[src/rtl/voice_allocator.sv]
// Voice slot table with note-on/off allocation, voice stealing and a round-robin slot readout.
// Latency: an event is written NBANKS+1 clk after acceptance; the readout lags the table by one clk_en edge.
// Backpressure: o_ready is low from acceptance until the table write; i_valid without o_ready is ignored.
module voice_allocator #(
    parameter int NBANKS = 10,
    parameter int SLOT_W = 4
) (
    input  logic              clk,
    input  logic              rst,
    input  logic              clk_en,
    input  logic              i_valid,
    input  logic              i_note_on,
    input  logic [6:0]        i_note,
    output logic              o_ready,
    output logic [6:0]        o_midi,
    output logic [SLOT_W-1:0] o_slot,
    output logic              o_frame_start,
    output logic              o_steal
);
    typedef enum logic [1:0] {IDLE, SCAN, COMMIT} state_t;

    localparam logic [SLOT_W-1:0] LAST = SLOT_W'(NBANKS - 1);

    state_t            state;
    state_t            state_nxt;
    logic [6:0]        voice [NBANKS];
    logic [7:0]        age   [NBANKS];
    logic [SLOT_W-1:0] slot;
    logic [SLOT_W-1:0] idx;
    logic [SLOT_W-1:0] free_idx;
    logic [SLOT_W-1:0] old_idx;
    logic [SLOT_W-1:0] tgt;
    logic [7:0]        old_age;
    logic [6:0]        ev_note;
    logic              ev_on;
    logic              match_found;
    logic              free_found;
    logic              accept;
    logic              wr_en;

    assign o_ready = (state == IDLE) & ~rst;
    assign accept  = i_valid & o_ready;
    assign tgt     = free_found ? free_idx : old_idx;
    assign wr_en   = ev_on & (ev_note != 7'd0) & ~match_found;

    always_ff @(posedge clk) begin
        if (rst) state <= IDLE;
        else     state <= state_nxt;
    end

    always_comb begin
        state_nxt = state;
        case (state)
            IDLE:    if (accept) state_nxt = SCAN;
            SCAN:    if (idx == LAST) state_nxt = COMMIT;
            COMMIT:  state_nxt = IDLE;
            default: state_nxt = IDLE;
        endcase
    end

    always_ff @(posedge clk) begin
        if (rst) begin
            for (int i = 0; i < NBANKS; i++) begin
                voice[i] <= '0;
                age[i]   <= '0;
            end
            idx         <= '0;
            ev_on       <= 1'b0;
            ev_note     <= '0;
            match_found <= 1'b0;
            free_found  <= 1'b0;
            free_idx    <= '0;
            old_idx     <= '0;
            old_age     <= '0;
            o_steal     <= 1'b0;
        end else begin
            o_steal <= 1'b0;
            case (state)
                IDLE: begin
                    if (accept) begin
                        ev_on       <= i_note_on;
                        ev_note     <= i_note;
                        idx         <= '0;
                        match_found <= 1'b0;
                        free_found  <= 1'b0;
                        free_idx    <= '0;
                        old_idx     <= '0;
                        old_age     <= '0;
                    end
                end
                SCAN: begin
                    if (!match_found && voice[idx] == ev_note) match_found <= 1'b1;
                    if (!free_found && voice[idx] == 7'd0) begin
                        free_found <= 1'b1;
                        free_idx   <= idx;
                    end
                    // Strict compare keeps the lowest index on equal ages.
                    if (age[idx] > old_age) begin
                        old_idx <= idx;
                        old_age <= age[idx];
                    end
                    idx <= idx + SLOT_W'(1);
                end
                COMMIT: begin
                    if (wr_en) begin
                        for (int i = 0; i < NBANKS; i++) begin
                            if (SLOT_W'(i) == tgt) begin
                                voice[i] <= ev_note;
                                age[i]   <= '0;
                            end else if (voice[i] != 7'd0 && age[i] != 8'hFF) begin
                                age[i] <= age[i] + 8'd1;
                            end
                        end
                        o_steal <= ~free_found;
                    end else if (!ev_on && ev_note != 7'd0) begin
                        // All duplicates of the note are released together.
                        for (int i = 0; i < NBANKS; i++) begin
                            if (voice[i] == ev_note) begin
                                voice[i] <= '0;
                                age[i]   <= '0;
                            end
                        end
                    end
                end
                default: ;
            endcase
        end
    end

    always_ff @(posedge clk) begin
        if (rst) begin
            slot          <= '0;
            o_midi        <= '0;
            o_slot        <= '0;
            o_frame_start <= 1'b0;
        end else if (clk_en) begin
            o_midi        <= voice[slot];
            o_slot        <= slot;
            o_frame_start <= (slot == '0);
            slot          <= (slot == LAST) ? '0 : slot + SLOT_W'(1);
        end
    end
endmodule

[config.mk]
export PLATFORM = sky130hd
export DESIGN_NAME = voice_allocator
export DESIGN_NICKNAME = d
export VERILOG_FILES = /design/src/rtl/voice_allocator.sv
export SDC_FILE = /design/constraint.sdc
export NUM_CORES = 1
export LEC_CHECK = 0
export ABC_AREA = 1
export CORE_MARGIN = 1.5
export CORE_UTILIZATION = 33
export DETAILED_ROUTE_END_ITERATION = 10
export GPL_TIMING_DRIVEN = 0
export PLACE_DENSITY = 0.51
export SYNTH_ARGS = -nofsm -noshare
export SYNTH_HDL_FRONTEND = slang
export SYNTH_SLANG_ARGS = --single-unit
[constraint.sdc]
create_clock -name clk -period 2.6 [get_ports clk]
set_input_delay 0.39 -clock clk [delete_from_list [all_inputs] [get_ports clk]]
set_output_delay 0.39 -clock clk [all_outputs]
set_load 0.01 [all_outputs]
==> reports/results.txt <==
Synthesis produced 1452 cells. After global routing the overflow that remains totals 0. Number of fillers in the final layout: 3639.

The required time reported for the critical path endpoint came out at 3.05 ns. Counting flops and latches in the post-synthesis netlist gives 203. The tools report the data arrival at the endpoint of the critical path as 3.11 ns.

The tools report the number of different library cells in the post-synthesis netlist as 51. Setup repair after global routing could not meet its margin everywhere. Of the total synthesized cell area, the portion taken by XOR and XNOR cells is 7.51%. The worst-case setup margin in the final layout is -0.0569 ns, and the leakage power is 5.79 nW. Clock-pin slew was measured on the worst setup and hold paths at 0.06 ns. The area share of fa/ha/maj cells after synthesis came out at 2.06%. At the later pin of the worst-skew pair, clock insertion delay measures 0.55 ns. TritonCTS built the clock tree. The detailed placer's ending HPWL was 29900 um.

The worst slew slack as a fraction of its limit is 33.6%. In this run the deepest clock path goes through 3 buffers. The number of antenna diodes in the final layout is 0. After routing, the total negative slack on setup checks comes to -0.230 ns. The post-route netlist has 16.2% of its cells at a drive strength greater than 1. The number of nets handed over by synthesis was 1484. The class of the tightest hold or removal check was primary input to flop.

Among all stages on the critical path, the largest delay is contributed by sky130_fd_sc_hd__dfxtp_4. The floorplan has 70 rows. Overall power consumption after layout is estimated at 8.52 mW.

Area occupied by multi-input gates: 6110 um2. For this run, the slowest stage of the critical path takes 0.42 ns. The maximum fanout along the worst path was 10; the post-route worst hold slack was 0.222 ns. The quantity of I/O buffers inserted on ports is 23, and the number of global-route vias before repair is 10200.

The most used flip-flop cell after synthesis is sky130_fd_sc_hd__edfxtp_1. Measured along the y axis, the die boundary spans 195 um. The tools report the final count of negative-setup-slack endpoints as 12. The flow ran to the end, but the final reports show violations. The sequential cell area fraction in the yosys report came out at 45.9%. The remaining routing DRC violations was 0; the first-pass iteration count of the detailed router was 6.

The first routing iteration left 978 violations. Derived from the worst setup path, the maximum achievable clock frequency is 376 MHz. Multiplexer cells account for 0.0826% of the synthesized area.

Counting flops with a built-in enable in the synthesized netlist gives 150. The wire length of the first global-routing pass came out at 62300 um. The peak supply drop came out at 474 uV. For the number of maximum-capacitance violations, the log shows 0. The synthesized design spends more area on one cell type than any other, namely sky130_fd_sc_hd__edfxtp_1. In this run the remaining antenna-violating nets after routing total 0.

Buffers inserted during clock tree synthesis total 25. The actual slew at the worst max-slew pin works out to 0.984 ns. The number of pins with negative max-slew slack in the final report was 0. After detailed routing, the average wire length per cell comes to 20.7 um. Across every metal layer, demand over resource in global routing totals 21.6%. The clock skew was 0.0257 ns; the power per cell area was 573 nW/um2. In the routed layout, each cell is associated on average with a via count of 5.30.

For the number of clock sinks, the log shows 203. 26 I/O pins were placed. The floorplan step set the die width to 195 um.

The number of levels in the clock H-tree was 1; the post-synthesis simple-gate area fraction was 24.9%. The tree is rooted in a sky130_fd_sc_hd__clkbuf_16. The final standard cell count with taps included and fillers excluded was 2021; the number of antenna violations at the first check in global routing was 0. Of all flip-flops after synthesis, the portion carrying an async set or reset was 0%. In the final layout, flip-flops and latches occupy 5570 um2.

The cell that appears most often on the critical path is sky130_fd_sc_hd__nand2_2. The run gives 12100 um2 as the post-synthesis instance area. By area, the combinational part of the netlist is dominated by simple AND/OR/NAND/NOR gates.

Traced cell by cell, the critical path runs through inv_4 -> buf_12 -> buf_8 -> o21ai_4 -> o211ai_1 -> nand3_1 -> nand2_2 -> ha_4 -> nand2_2 -> o21ai_2 -> a21oi_2 -> o21ai_2 -> nand2_2 -> buf_6 -> a22oi_2. The number of warnings reported in the yosys synthesis log came out at 0. Counting tap cells, the placed design contains a total of 1943 instances.

The routed design could run at a clock period as short as 2.66 ns. After layout, the worst path uses 102% of the clock period. The hold buffer count at CTS is 0.

The fraction of the mapped netlist area in compound gates came out at 11.3%. The finished cells cover 14900 um2. The tools report the worst-case setup slack after placement as -1.05 ns.

A synthesized cell averages 8.35 um2. The worst setup path is launched from a flop. Overall die area: 37900 um2. The standard cell area after detailed placement came out at 12900 um2.

The utilization after layout is 40.9%, and the largest net degree at the start of global routing is 20. The logs give 33.4% for the initial cell density of the core and 41800 um for the routed wire length. Relative to the synthesized area, the layout overhead comes to 22.7%. By area the synthesized netlist is led by sky130_fd_sc_hd__edfxtp_1, sky130_fd_sc_hd__dfxtp_1, sky130_fd_sc_hd__nor2_1. For the number of failing hold endpoints at the final stage, the log shows 0. The core region is 36300 um2. At the end of the flow, the number of nets in the layout was 1567.

At the end of routability-driven placement, the weighted congestion stood at 0.986. STA classifies the critical path endpoint as a flop. The checks that failed: setup timing. The worst setup path is of the flop to flop kind.

Of the post-synthesis cell area, the dominant cell type holds 37.2%. Across all layers, the routed design uses 10700 vias.
## worst paths after layout
kind                            startpoint          to  slack (ns)  cells after the start
worst min-delay path                clk_en   o_slot[0]        0.22                      3
worst max register to register        flop  old_age[6]       -0.06                     15
worst min register to register   o_slot[0]   o_slot[0]        0.47                      2
worst max-delay path                  flop  old_age[6]       -0.06                     15
## placed cells by master (no fill, tap or decap), types with 21 or more instances in the layout
cell / n
sky130_fd_sc_hd__a21oi_1: 56
sky130_fd_sc_hd__buf_4: 26
sky130_fd_sc_hd__clkbuf_1: 30
sky130_fd_sc_hd__clkbuf_16: 33
sky130_fd_sc_hd__clkdlybuf4s50_1: 22
sky130_fd_sc_hd__dfxtp_1: 51
sky130_fd_sc_hd__edfxtp_1: 150
sky130_fd_sc_hd__inv_1: 163
sky130_fd_sc_hd__nand2_1: 171
sky130_fd_sc_hd__nand3_1: 116
sky130_fd_sc_hd__nand3_2: 21
sky130_fd_sc_hd__nand4_1: 24
sky130_fd_sc_hd__nor2_1: 214
sky130_fd_sc_hd__nor4_1: 26
sky130_fd_sc_hd__o21ai_0: 52
sky130_fd_sc_hd__o21ai_1: 22
sky130_fd_sc_hd__xor2_1: 95
## synthesized netlist by cell type (2+ instances only)
master	instances
sky130_fd_sc_hd__nor2_1	231
sky130_fd_sc_hd__nand2_1	188
sky130_fd_sc_hd__inv_1	168
sky130_fd_sc_hd__edfxtp_1	150
sky130_fd_sc_hd__nand3_1	136
sky130_fd_sc_hd__xor2_1	95
sky130_fd_sc_hd__o21ai_0	80
sky130_fd_sc_hd__a21oi_1	63
sky130_fd_sc_hd__dfxtp_1	53
sky130_fd_sc_hd__clkbuf_1	30
sky130_fd_sc_hd__nor4_1	26
sky130_fd_sc_hd__nand4_1	24
sky130_fd_sc_hd__buf_2	22
sky130_fd_sc_hd__ha_1	20
sky130_fd_sc_hd__nor3_1	17
sky130_fd_sc_hd__o211ai_1	16
sky130_fd_sc_hd__o22ai_1	15
sky130_fd_sc_hd__a31oi_1	9
sky130_fd_sc_hd__xnor2_1	9
sky130_fd_sc_hd__a221oi_1	7
sky130_fd_sc_hd__a22oi_1	7
sky130_fd_sc_hd__inv_2	7
sky130_fd_sc_hd__nor3b_1	7
sky130_fd_sc_hd__buf_6	6
sky130_fd_sc_hd__nand2_2	6
sky130_fd_sc_hd__nand3_2	6
sky130_fd_sc_hd__nor2_2	5
sky130_fd_sc_hd__nor3_2	5
sky130_fd_sc_hd__o21ai_1	4
sky130_fd_sc_hd__o311ai_0	4
sky130_fd_sc_hd__or2_2	4
sky130_fd_sc_hd__buf_1	3
sky130_fd_sc_hd__o2111ai_1	3
sky130_fd_sc_hd__o2111ai_4	3
sky130_fd_sc_hd__a41oi_1	2
sky130_fd_sc_hd__buf_4	2
sky130_fd_sc_hd__nand2_4	2
sky130_fd_sc_hd__nand4_4	2
sky130_fd_sc_hd__o2111ai_2	2
sky130_fd_sc_hd__o311ai_1	2
## state kept, by name (all words and copies together) (netlist names), named ones only
signal	flops
voice	70
o_midi	7
idx	4
o_steal	1
old_age	8
age	80
slot	4
old_idx	4
match_found	1
o_slot	4
free_found	1
ev_note	7
state	2
ev_on	1
free_idx	4
o_frame_start	1
## routing by layer
layer | track usage (%) | wire [um] | vias to the layer above
met5 | 0 | 0 | -
met4 | 7.49 | 1440 | 0
met3 | 3.31 | 2530 | 75
met2 | 34.0 | 19100 | 362
met1 | 30.1 | 18800 | 5170
li1 | - | - | 5109
## layout make-up
cell class,count,share of cell area (%)
sequential,203,37.4
buffer,59,2.91
timing repair buffer,61,4.74
multi-input combinational,1008,41.1
tap,468,3.94
clock inverter,10,0.538
inverter,177,4.60
clock buffer,35,4.74
## kinds of logic (layout without fill, tap and decap cells)
family,Yosys count,after routing
and+or+nand+nor,662,662
buffers and inverters,241,342
AOI/OAI and AO/OA,221,221
DFF,203,203
xor gates and xnor gates,104,104
adders and majority gates,20,20
muxes,1,1
## critical path: cells and delay by family (launching register included)
family | cells | cell delay, ns
AO/OA/AOI/OAI | 6 | 0.85
flip-flops | 1 | 0.42
adder cells (fa/ha/maj) | 1 | 0.28
AND/OR/NAND/NOR | 4 | 0.50
buffers and inverters | 4 | 0.51
## power breakdown
part / total, mW / switching (mW) / internal, mW
clock: 3.41 / 1.43 / 1.99
sequential: 3.73 / 0.130 / 3.60
combinational: 1.38 / 0.870 / 0.508
total: 8.52 / 2.43 / 6.10
## what timing repair did
item / CTS / global route
resized for setup: 94 / 120
gates cloned: 2 / 6
setup buffers: 23 / 7
pin swaps: 19 / 35
setup endpoints to repair: 155 / 171
(Power assumes the default switching activity.)
